## src/rtl/icache_ctrl_pkg.sv

```systemverilog
// Shared system definitions for the instruction cache: address width,
// memory bus command encoding and the miss-handling FSM states.
package icache_ctrl_pkg;

  localparam int unsigned XLEN   = 32;
  localparam int unsigned LINE_W = 64;
  localparam int unsigned OFF_W  = 3;

  typedef enum logic [1:0] {
    BUS_NONE = 2'h0,
    BUS_LOAD = 2'h1
  } bus_cmd_e;

  typedef enum logic [1:0] {
    IDLE = 2'h0,
    REQ  = 2'h1,
    WAIT = 2'h2
  } icache_state_e;

  // Clears the byte-offset bits so the address names a whole 64-bit line.
  function automatic logic [XLEN-1:0] line_addr(input logic [XLEN-1:0] addr);
    return addr & ~XLEN'((1 << OFF_W) - 1);
  endfunction

endpackage

```

## src/rtl/icache_ctrl_if.sv

```systemverilog
// Fetch-side and memory-side signals of the instruction cache, bundled.
// slave is the cache; master is the fetch unit plus memory model.
interface icache_ctrl_if #(
  parameter int unsigned TAG_W = 4
);
  import icache_ctrl_pkg::*;

  logic [XLEN-1:0]   proc2Icache_addr;
  logic [LINE_W-1:0] Icache2proc_data;
  logic              Icache2proc_data_valid;
  bus_cmd_e          proc2mem_command;
  logic [XLEN-1:0]   proc2mem_addr;
  logic [TAG_W-1:0]  mem2proc_response;
  logic [LINE_W-1:0] mem2proc_data;
  logic [TAG_W-1:0]  mem2proc_tag;

  modport slave (
    input  proc2Icache_addr,
    input  mem2proc_response,
    input  mem2proc_data,
    input  mem2proc_tag,
    output Icache2proc_data,
    output Icache2proc_data_valid,
    output proc2mem_command,
    output proc2mem_addr
  );

  modport master (
    output proc2Icache_addr,
    output mem2proc_response,
    output mem2proc_data,
    output mem2proc_tag,
    input  Icache2proc_data,
    input  Icache2proc_data_valid,
    input  proc2mem_command,
    input  proc2mem_addr
  );

endinterface

```

## src/rtl/icache_mem.sv

```systemverilog
// Direct-mapped tag/valid/data storage: one registered write port and one
// asynchronous read port. Only the valid bits are reset.
module icache_mem
  import icache_ctrl_pkg::*;
#(
  parameter int unsigned NUM_LINES = 32,
  parameter int unsigned LTAG_W    = 24,
  localparam int unsigned IDX_W    = $clog2(NUM_LINES)
) (
  input  logic              clock,
  input  logic              reset,
  input  logic              wr_en,
  input  logic [IDX_W-1:0]  wr_idx,
  input  logic [LTAG_W-1:0] wr_tag,
  input  logic [LINE_W-1:0] wr_data,
  input  logic [IDX_W-1:0]  rd_idx,
  output logic              rd_valid,
  output logic [LTAG_W-1:0] rd_tag,
  output logic [LINE_W-1:0] rd_data
);

  logic [NUM_LINES-1:0] valid;
  logic [LTAG_W-1:0]    tags  [NUM_LINES];
  logic [LINE_W-1:0]    lines [NUM_LINES];

  always_ff @(posedge clock or posedge reset) begin
    if (reset) begin
      valid <= '0;
    end else if (wr_en) begin
      valid[wr_idx] <= 1'b1;
    end
  end

  // Payload arrays carry no reset; valid gates every use of them.
  always_ff @(posedge clock) begin
    if (wr_en) begin
      tags[wr_idx]  <= wr_tag;
      lines[wr_idx] <= wr_data;
    end
  end

  assign rd_valid = valid[rd_idx];
  assign rd_tag   = tags[rd_idx];
  assign rd_data  = lines[rd_idx];

endmodule

```

## src/rtl/icache_ctrl.sv

```systemverilog
// Direct-mapped instruction cache controller: zero-latency lookup and a
// single outstanding tagged line fill from memory.
module icache_ctrl
  import icache_ctrl_pkg::*;
#(
  parameter int unsigned NUM_LINES = 32,
  parameter int unsigned TAG_W     = 4
) (
  input  logic         clock,
  input  logic         reset,
  icache_ctrl_if.slave bus
);

  localparam int unsigned IDX_W  = $clog2(NUM_LINES);
  localparam int unsigned LTAG_W = XLEN - OFF_W - IDX_W;

  icache_state_e    state, state_n;
  logic [XLEN-1:0]  miss_addr, miss_addr_n;
  logic [TAG_W-1:0] pend_tag, pend_tag_n;
  logic             fill_en;

  logic [XLEN-1:0]   cur_line;
  logic [IDX_W-1:0]  cur_idx;
  logic [LTAG_W-1:0] cur_tag;
  logic              rd_valid;
  logic [LTAG_W-1:0] rd_tag;
  logic [LINE_W-1:0] rd_data;
  logic              hit;

  assign cur_line = line_addr(bus.proc2Icache_addr);
  assign cur_idx  = cur_line[OFF_W +: IDX_W];
  assign cur_tag  = cur_line[XLEN-1 -: LTAG_W];

  icache_mem #(
    .NUM_LINES (NUM_LINES),
    .LTAG_W    (LTAG_W)
  ) u_mem (
    .clock    (clock),
    .reset    (reset),
    .wr_en    (fill_en),
    .wr_idx   (miss_addr[OFF_W +: IDX_W]),
    .wr_tag   (miss_addr[XLEN-1 -: LTAG_W]),
    .wr_data  (bus.mem2proc_data),
    .rd_idx   (cur_idx),
    .rd_valid (rd_valid),
    .rd_tag   (rd_tag),
    .rd_data  (rd_data)
  );

  assign hit = rd_valid && (rd_tag == cur_tag);

  assign bus.Icache2proc_data_valid = hit;
  assign bus.Icache2proc_data       = rd_data;
  assign bus.proc2mem_command       = (state == REQ) ? BUS_LOAD : BUS_NONE;
  assign bus.proc2mem_addr          = miss_addr;

  always_ff @(posedge clock or posedge reset) begin
    if (reset) begin
      state     <= IDLE;
      miss_addr <= '0;
      pend_tag  <= '0;
    end else begin
      state     <= state_n;
      miss_addr <= miss_addr_n;
      pend_tag  <= pend_tag_n;
    end
  end

  // Acceptance in REQ wins over a same-cycle redirect: the old request was
  // already on the bus and memory has committed to it.
  always_comb begin
    state_n     = state;
    miss_addr_n = miss_addr;
    pend_tag_n  = pend_tag;
    fill_en     = 1'b0;
    unique case (state)
      IDLE: begin
        if (!hit) begin
          miss_addr_n = cur_line;
          state_n     = REQ;
        end
      end
      REQ: begin
        if (bus.mem2proc_response != '0) begin
          pend_tag_n = bus.mem2proc_response;
          state_n    = WAIT;
        end else if (cur_line != miss_addr) begin
          if (hit) begin
            state_n = IDLE;
          end else begin
            miss_addr_n = cur_line;
          end
        end
      end
      WAIT: begin
        if ((pend_tag != '0) && (bus.mem2proc_tag == pend_tag)) begin
          fill_en    = 1'b1;
          pend_tag_n = '0;
          state_n    = IDLE;
        end
      end
      default: state_n = IDLE;
    endcase
  end

endmodule

```

## src/flat_wrapper.sv

```systemverilog
// flat-port wrapper written by rule: the top's interface ports become plain ports
module icache_ctrl_flat import icache_ctrl_pkg::*;
#(
  parameter int unsigned NUM_LINES = 32,
  parameter int unsigned TAG_W     = 4
)
  (clock, reset, bus_proc2Icache_addr, bus_mem2proc_response, bus_mem2proc_data, bus_mem2proc_tag, bus_Icache2proc_data, bus_Icache2proc_data_valid, bus_proc2mem_command, bus_proc2mem_addr);
  icache_ctrl_if #(.TAG_W(TAG_W)) bus_i ();
  input  logic clock;
  input  logic reset;
  input wire logic [$bits(bus_i.proc2Icache_addr)-1:0] bus_proc2Icache_addr;
  input wire logic [$bits(bus_i.mem2proc_response)-1:0] bus_mem2proc_response;
  input wire logic [$bits(bus_i.mem2proc_data)-1:0] bus_mem2proc_data;
  input wire logic [$bits(bus_i.mem2proc_tag)-1:0] bus_mem2proc_tag;
  output wire logic [$bits(bus_i.Icache2proc_data)-1:0] bus_Icache2proc_data;
  output wire logic [$bits(bus_i.Icache2proc_data_valid)-1:0] bus_Icache2proc_data_valid;
  output wire logic [$bits(bus_i.proc2mem_command)-1:0] bus_proc2mem_command;
  output wire logic [$bits(bus_i.proc2mem_addr)-1:0] bus_proc2mem_addr;
  assign bus_i.proc2Icache_addr = bus_proc2Icache_addr;
  assign bus_i.mem2proc_response = bus_mem2proc_response;
  assign bus_i.mem2proc_data = bus_mem2proc_data;
  assign bus_i.mem2proc_tag = bus_mem2proc_tag;
  assign bus_Icache2proc_data = bus_i.Icache2proc_data;
  assign bus_Icache2proc_data_valid = bus_i.Icache2proc_data_valid;
  assign bus_proc2mem_command = bus_i.proc2mem_command;
  assign bus_proc2mem_addr = bus_i.proc2mem_addr;
  icache_ctrl #(.NUM_LINES(NUM_LINES), .TAG_W(TAG_W)) u_core (.clock(clock), .reset(reset), .bus(bus_i));
endmodule
```

## config.mk

```make
export PLATFORM = sky130hd
export DESIGN_NAME = icache_ctrl_flat
export DESIGN_NICKNAME = d
export VERILOG_FILES = /design/src/rtl/icache_ctrl_pkg.sv /design/src/rtl/icache_ctrl_if.sv /design/src/rtl/icache_mem.sv /design/src/rtl/icache_ctrl.sv /design/src/flat_wrapper.sv
export SDC_FILE = /design/constraint.sdc
export NUM_CORES = 2
export LEC_CHECK = 0
export CAP_MARGIN = 20
export CORE_MARGIN = 3
export CORE_UTILIZATION = 40
export DETAILED_ROUTE_END_ITERATION = 7
export GPL_TIMING_DRIVEN = 0
export SKIP_LAST_GASP = 1
export SYNTH_ARGS = -nofsm -noshare
export SYNTH_HDL_FRONTEND = slang
export SYNTH_SLANG_ARGS = --single-unit
```

## constraint.sdc

```tcl
create_clock -name clock -period 7.9 [get_ports clock]
set_input_delay 1.58 -clock clock [delete_from_list [all_inputs] [get_ports clock]]
set_output_delay 1.58 -clock clock [all_outputs]
set_load 0.01 [all_outputs]
```

=== Yosys cells after proc, flatten, opt, wreduce, memory -nomap -nowiden ===
Memory sizes are Yosys's and may differ from the RTL's.
Index checks and enable logic that the tools add are counted.

* Add/subtract/negate cells: 0
* Multipliers: 0
* Div/mod/pow operators: 0
* $lt $le $gt $ge: 3
* Equality and inequality tests: 12
* Shift-type cells: 0
* Multiplexer cells: 22
* Bitwise logic cells: 1
* Reduce and logical (&&, ||, !) cells: 11

{| class="wikitable"
|+ Operators with widths
! cell !! count
|-
| $mux W32 || 3
|-
| $pmux W32 S2 || 1
|-
| $ne A32 B32 Y1 || 1
|-
| $or A32 B32 Y32 || 1
|-
| $eq A24 B24 Y1 || 1
|-
| $lt A5 B6 Y1 const B || 2
|-
| $mux W2 || 5
|-
| $mux W4 || 2
|-
| $ne A2 B2 Y1 const B || 4
|-
| $pmux W4 S2 || 1
|-
| $reduce_bool A4 Y1 || 2
|-
| $mux W1 || 7
|-
| $ne A3 B3 Y1 const B || 2
|-
| $pmux W2 S3 || 1
|-
| $reduce_and A3 Y1 || 2
|-
| $bmux W1 S5 || 1
|-
| $demux W1 S5 || 1
|-
| $ge A5 B1 Y1 const B || 1
|-
| $eq A4 B4 Y1 || 1
|-
| $reduce_and A4 Y1 || 1
|-
| $reduce_bool A2 Y1 || 2
|-
| $logic_and A1 B1 Y1 || 3
|-
| $eq A2 B1 Y1 const B || 1
|-
| $eq A2 B2 Y1 const B || 1
|-
| 2 further kinds || 2
|}

* Register bits after elaboration: 70
* Latch bits: 0
* Bits in writable memories: 2816
* Bits in read-only memories: 0
* Input bits: 106
* Output and inout bits: 99
* Logic and storage cells: 55
* Memories kept: 2

{| class="wikitable"
|+ Memory list
! name !! words !! bits a word !! read ports !! clocked after memory_dff !! write ports !! line !! text
|-
| u_core.u_mem.lines || 32 || 64 || 1 || 0 || 1 || icache_mem.sv:24 || <nowiki>logic [LINE_W-1:0] lines [NUM_LINES];</nowiki>
|-
| u_core.u_mem.tags || 32 || 24 || 1 || 0 || 1 || icache_mem.sv:23 || <nowiki>logic [LTAG_W-1:0] tags [NUM_LINES];</nowiki>
|}

=== Depth between registers and ports, before layout ===
* Depth in word-level cells: 7
* Mapped depth: 16
* Mapped depth without buffers: 9

=== Modules after synthesis ===
A second synthesis with hierarchy kept.

* Cell total of the unflattened synthesis: 4412
* Area total of the unflattened synthesis: 110023.0 µm²

{| class="wikitable"
|+ By module, submodules not included
! module !! times used !! cells each !! area each (µm²) !! sequential area each (µm²)
|-
| icache_mem || 1 || 4243 || 107962.3 || 85361.9
|-
| icache_ctrl || 1 || 169 || 2060.7 || 875.8
|}

=== Worst setup path after synthesis ===
OpenSTA, ideal clock, no wires.

* Path type: in2reg
* Start: input port bus_mem2proc_tag[3]
* End: register u_core.u_mem.valid[24]
* Setup time: 0.088 ns
* Data arrival time: 6.648 ns
* Required time: 7.812 ns
* Path slack: 1.164 ns
* Cell stages on the path: 7
* Cells stage by stage: xor2_1 > nor4_1 > nand2_1 > nor2_1 > nand3_1 > nor2_1 > or2_2

* Word-level cells in the longest chain between the ends: 4

{| class="wikitable"
|+ Ends and longest elaborated chain
! element !! line !! text
|-
| start, declared || flat_wrapper.sv:14 || <nowiki>input wire logic [$bits(bus_i.mem2proc_tag)-1:0] bus_mem2proc_tag;</nowiki>
|-
| $eq A4 B4 Y1 || icache_ctrl.sv:96 || <nowiki>if ((pend_tag != '0) && (bus.mem2proc_tag == pend_tag)) begin</nowiki>
|-
| $logic_and A1 B1 Y1 || icache_ctrl.sv:96 ||
|-
| $mux W1 || icache_ctrl.sv:96 ||
|-
| $mux W1 || icache_ctrl.sv:76 || <nowiki>unique case (state)</nowiki>
|-
| end signal, assigned || icache_mem.sv:28 || <nowiki>valid <= '0;</nowiki>
|-
| end signal, assigned by index || icache_mem.sv:30 || <nowiki>valid[wr_idx] <= 1'b1;</nowiki>
|-
| end, declared || icache_mem.sv:22 || <nowiki>logic [NUM_LINES-1:0] valid;</nowiki>
|}

Every way passes these cells.
A chain may end at the register's enable or synchronous reset.

=== Final worst setup path ===
* Start: input port bus_proc2Icache_addr[6]
* End: output port bus_Icache2proc_data[44]

* Word-level cells in the longest chain between the ends: 1

{| class="wikitable"
|+ Ends and longest elaborated chain
! element !! line !! text
|-
| start, declared || flat_wrapper.sv:11 || <nowiki>input wire logic [$bits(bus_i.proc2Icache_addr)-1:0] bus_proc2Icache_addr;</nowiki>
|-
| $mem_v2 Z32 W64 || -- ||
|-
| end, declared || flat_wrapper.sv:15 || <nowiki>output wire logic [$bits(bus_i.Icache2proc_data)-1:0] bus_Icache2proc_data;</nowiki>
|}

Every way passes these cells.

==> flow_summary.toml <==
[clock_network]
cts-buffers-inserted = 301
cts_htree_levels = 5
clk_latency_ns = 0.87
cts_tree = "yes"
clock_path_buffers = 4
cts-root-buf = "clkbuf_16"
clk_pin_slew_ns = 0.05
clkSinkCount = 2883

[power]
worst_ir_drop_vdd_v = 0.000180
cellLeakagePower_nw = 42.1
p_per_area_nw_per_um2 = 265

[setup_path]
path_class = "input pin to output port"
r2r_cells = 13
critPathBufInv = 9
slowest_delay_ns = 0.64
slowest_stage = "clkdlybuf4s15_2"
reg2reg_slack_ns = 3.79
setup.worst_path.start_class = "input pin"
path_max_fanout = 10
crit_cells = 11
cp_top_family = "buffers and inverters"
crit_arrival_ns = 6.28
worst_ep_required_time_ns = 6.32
cp-end-kind = "output port"
worstPathCellList = "clkdlybuf4s50_1 > inv_4 > clkdlybuf4s15_2 > clkbuf_4 > buf_4 > clkbuf_2 > clkbuf_1 > buf_8 > nand2_1 > nand2_1 > clkdlybuf4s50_1"

[job]
max_cap_viol_count = 0

[sta]
clock_skew_ns = 0.0584
slew_headroom_pct = 23.9
drv_slew = 0
min_period_ns = 7.86
fmax_mhz = 127
period_share_pct = 99.5
worst_hold_slack_ns = 0.463
hold_viol = 0
rsz0062_at_grt = "false"
worst-slew-pin-transition_ns = 1.14
setup_viol = 0
tns_ns = 0

[die]
dieHeight_um = 532
core_um2 = 274000
die_area_um2 = 283000
rows = 192
die_w_um = 532
start_util_pct = 40.3
io_pins = 205

[final_layout]
drive_gt1_share_pct = 31.6
postLayoutCoreUtil_pct = 48.2
fillers = 22071
final_cell_area_um2 = 132000
nets = 5532
syn2layout_area_growth_pct = 19.7
final_cells = 9341

[run_status]
status = "complete, no violations"

[logic_synthesis]
ys_warn_count = 0
yosys_register_bits = 2883
synth_seq_area_share_pct = 78.0
async_flop_share_pct = 2.32
avgSynthCellArea_um2 = 23.6
yosysTopAreaCell = "edfxtp_1"
syn_inst = 4684
synth_edf_count = 2816
synth.top_cells.by_area = "edfxtp_1, mux4_2, dfrtp_1"
synthDistinctLibCells = 67
syn_area_um2 = 111000
synth_top_area_share_pct = 76.5
synth_ff_type = "edfxtp_1"

[global_route]
grt_pass1_vias = 54970
antenna_found_initial = 18
overflow = 0
grt_first_pass_wirelength_um = 445000
grt_use_total_pct = 22.4
grt_max_degree = 40

[detailed_routing]
vias = 55208
viasPerCell = 5.91
ant_nets = 0
wl_per_cell_um = 34.4
drt_iter0_markers = 8089
wl_um = 322000
firstDrtPassIters = 6
drc = 0

[place]
placedCellCount = 8766
gp_congestion = 0.831
portBuffers = 194
dpl_cell_area_um2 = 122000
dp_hpwl_um = 209000

[hold_path]
holdPathStages = 1
hold_class = "flip-flop to flip-flop"
-- routing by layer --
layer  global-route usage [%]  part of all wire (%)
met1                     31.0                    40
met2                     36.6                    49
met3                     3.98                   8.4
met4                     6.52                   3.2
met5                        0                0.0096
-- Yosys cell counts, drive strengths merged (3+ instances only) --
cell type / n
a222oi: 3
mux4: 818
or3: 3
o21ai: 12
buf: 129
a31oi: 7
a211oi: 7
nand2b: 8
dfrtp: 67
o22ai: 11
or2: 34
and3: 6
a41oi: 3
o2111ai: 4
ha: 3
inv: 16
a21oi: 17
or3b: 3
nor4: 11
mux2: 53
clkbuf: 113
nor2: 53
nand3b: 5
nor3b: 5
nor2b: 10
a221oi: 5
nand2: 228
a32oi: 4
a22o: 9
a22oi: 23
nand3: 9
o211ai: 7
nand4: 11
o31ai: 4
xnor2: 23
edfxtp: 2816
mux2i: 74
and2: 8
xor2: 29
nor3: 8
-- worst reg2reg max path, cell delays in order, from the launching register on --
cell	delay (ns)
edfxtp_1	0.35
mux4_2	0.46
mux2i_1	0.35
mux2i_1	0.34
a211oi_2	0.50
o22ai_1	0.15
nor4_1	0.43
nand4_1	0.13
buf_4	0.19
buf_4	0.15
o21ai_2	0.15
buf_6	0.20
buf_12	0.20
mux2_1	0.36
-- logic make-up after synthesis --
family / after synthesis / synth area share (%)
simple gates: 409 / 1.69
compound gates: 132 / 0.873
fa+ha+maj: 3 / 0.0340
mux: 945 / 17.9
xor+xnor: 52 / 0.412
buf+inv: 259 / 1.09
other cells: 1 / 0.00339
flops: 2883 / 78.0
-- repair_timing --
item,CTS,global route
pin swaps,1,0
setup endpoints to repair,65,23
resized for setup,116,12
hold endpoints to repair,0,0
cloned,0,0
hold buffers,0,0
buffers inserted,3,0
-- metrics by stage --
step	total power, mW	setup WS [ns]
5_1_grt	36.0	0.00690
3_3_place_gp	20.9	-7.79
4_1_cts	34.9	0.00124
2_1_floorplan	19.5	1.16
3_5_place_dp	21.1	-1.74
6_report	35.0	0.0375
-- placed cells by master, fill, tap and decap left out, types with 10 or more instances in the layout --
cell and instances:
edfxtp_1 2816, mux4_2 818, clkbuf_16 317, nand2_1 226
clkdlybuf4s50_1 194, buf_12 136, clkbuf_1 105, mux2i_1 74
buf_2 71, buf_16 67, dfrtp_1 67, clkinv_1 62
clkbuf_2 55, clkinv_2 44, mux2_2 43, or2_2 34
buf_4 34, buf_8 33, nor2_4 32, xor2_1 29
bufinv_16 24, xnor2_1 23, a22oi_1 23, nor2_1 20
clkbuf_4 20, a21oi_1 17, inv_1 12, nor4_1 11
nand4_1 11, o22ai_1 11, nor2b_1 10
-- cell type report --
cell class	instances	area, µm²	share of cell area (%)
inverters	17	68.8	0.0520
clock inverters	149	1410	1.06
plain buffers	238	1360	1.03
repair buffers	437	7130	5.39
diodes	4	10.0	0.00756
multi-input cells	1545	23400	17.7
clock buffers	382	8100	6.12
well taps	3686	4610	3.49
flip-flops and latches	2883	86200	65.2
-- power by group --
group | switching [mW] | internal (mW)
clock | 5.81 | 8.04
combinational | 1.94 | 1.38
sequential | 0.281 | 17.5
-- state kept, by name (all words and copies together), names as in the netlist --
register	flops
u_core.u_mem.tags	768
u_core.u_mem.valid	32
u_core.state	2
u_core.bus.proc2mem_addr	29
u_core.pend_tag	4
u_core.u_mem.lines	2048
-- final timing paths --
check | startpoint | endpoint
max in group asynchronous | reset | u_core.u_mem.valid[27]$_DFFE_PP0P_
min reg2reg | u_core.u_mem.valid[27]$_DFFE_PP0P_ | u_core.u_mem.valid[27]$_DFFE_PP0P_
min | u_core.u_mem.valid[27]$_DFFE_PP0P_ | u_core.u_mem.valid[27]$_DFFE_PP0P_
min in group asynchronous | reset | u_core.bus.proc2mem_addr[29]$_DFFE_PP0P_
max reg2reg | u_core.u_mem.tags[12][8]$_DFFE_PP_ | u_core.bus.proc2mem_addr[4]$_DFFE_PP0P_
max | bus_proc2Icache_addr[6] | bus_Icache2proc_data[44]
Power figures use the tool's default switching activity.
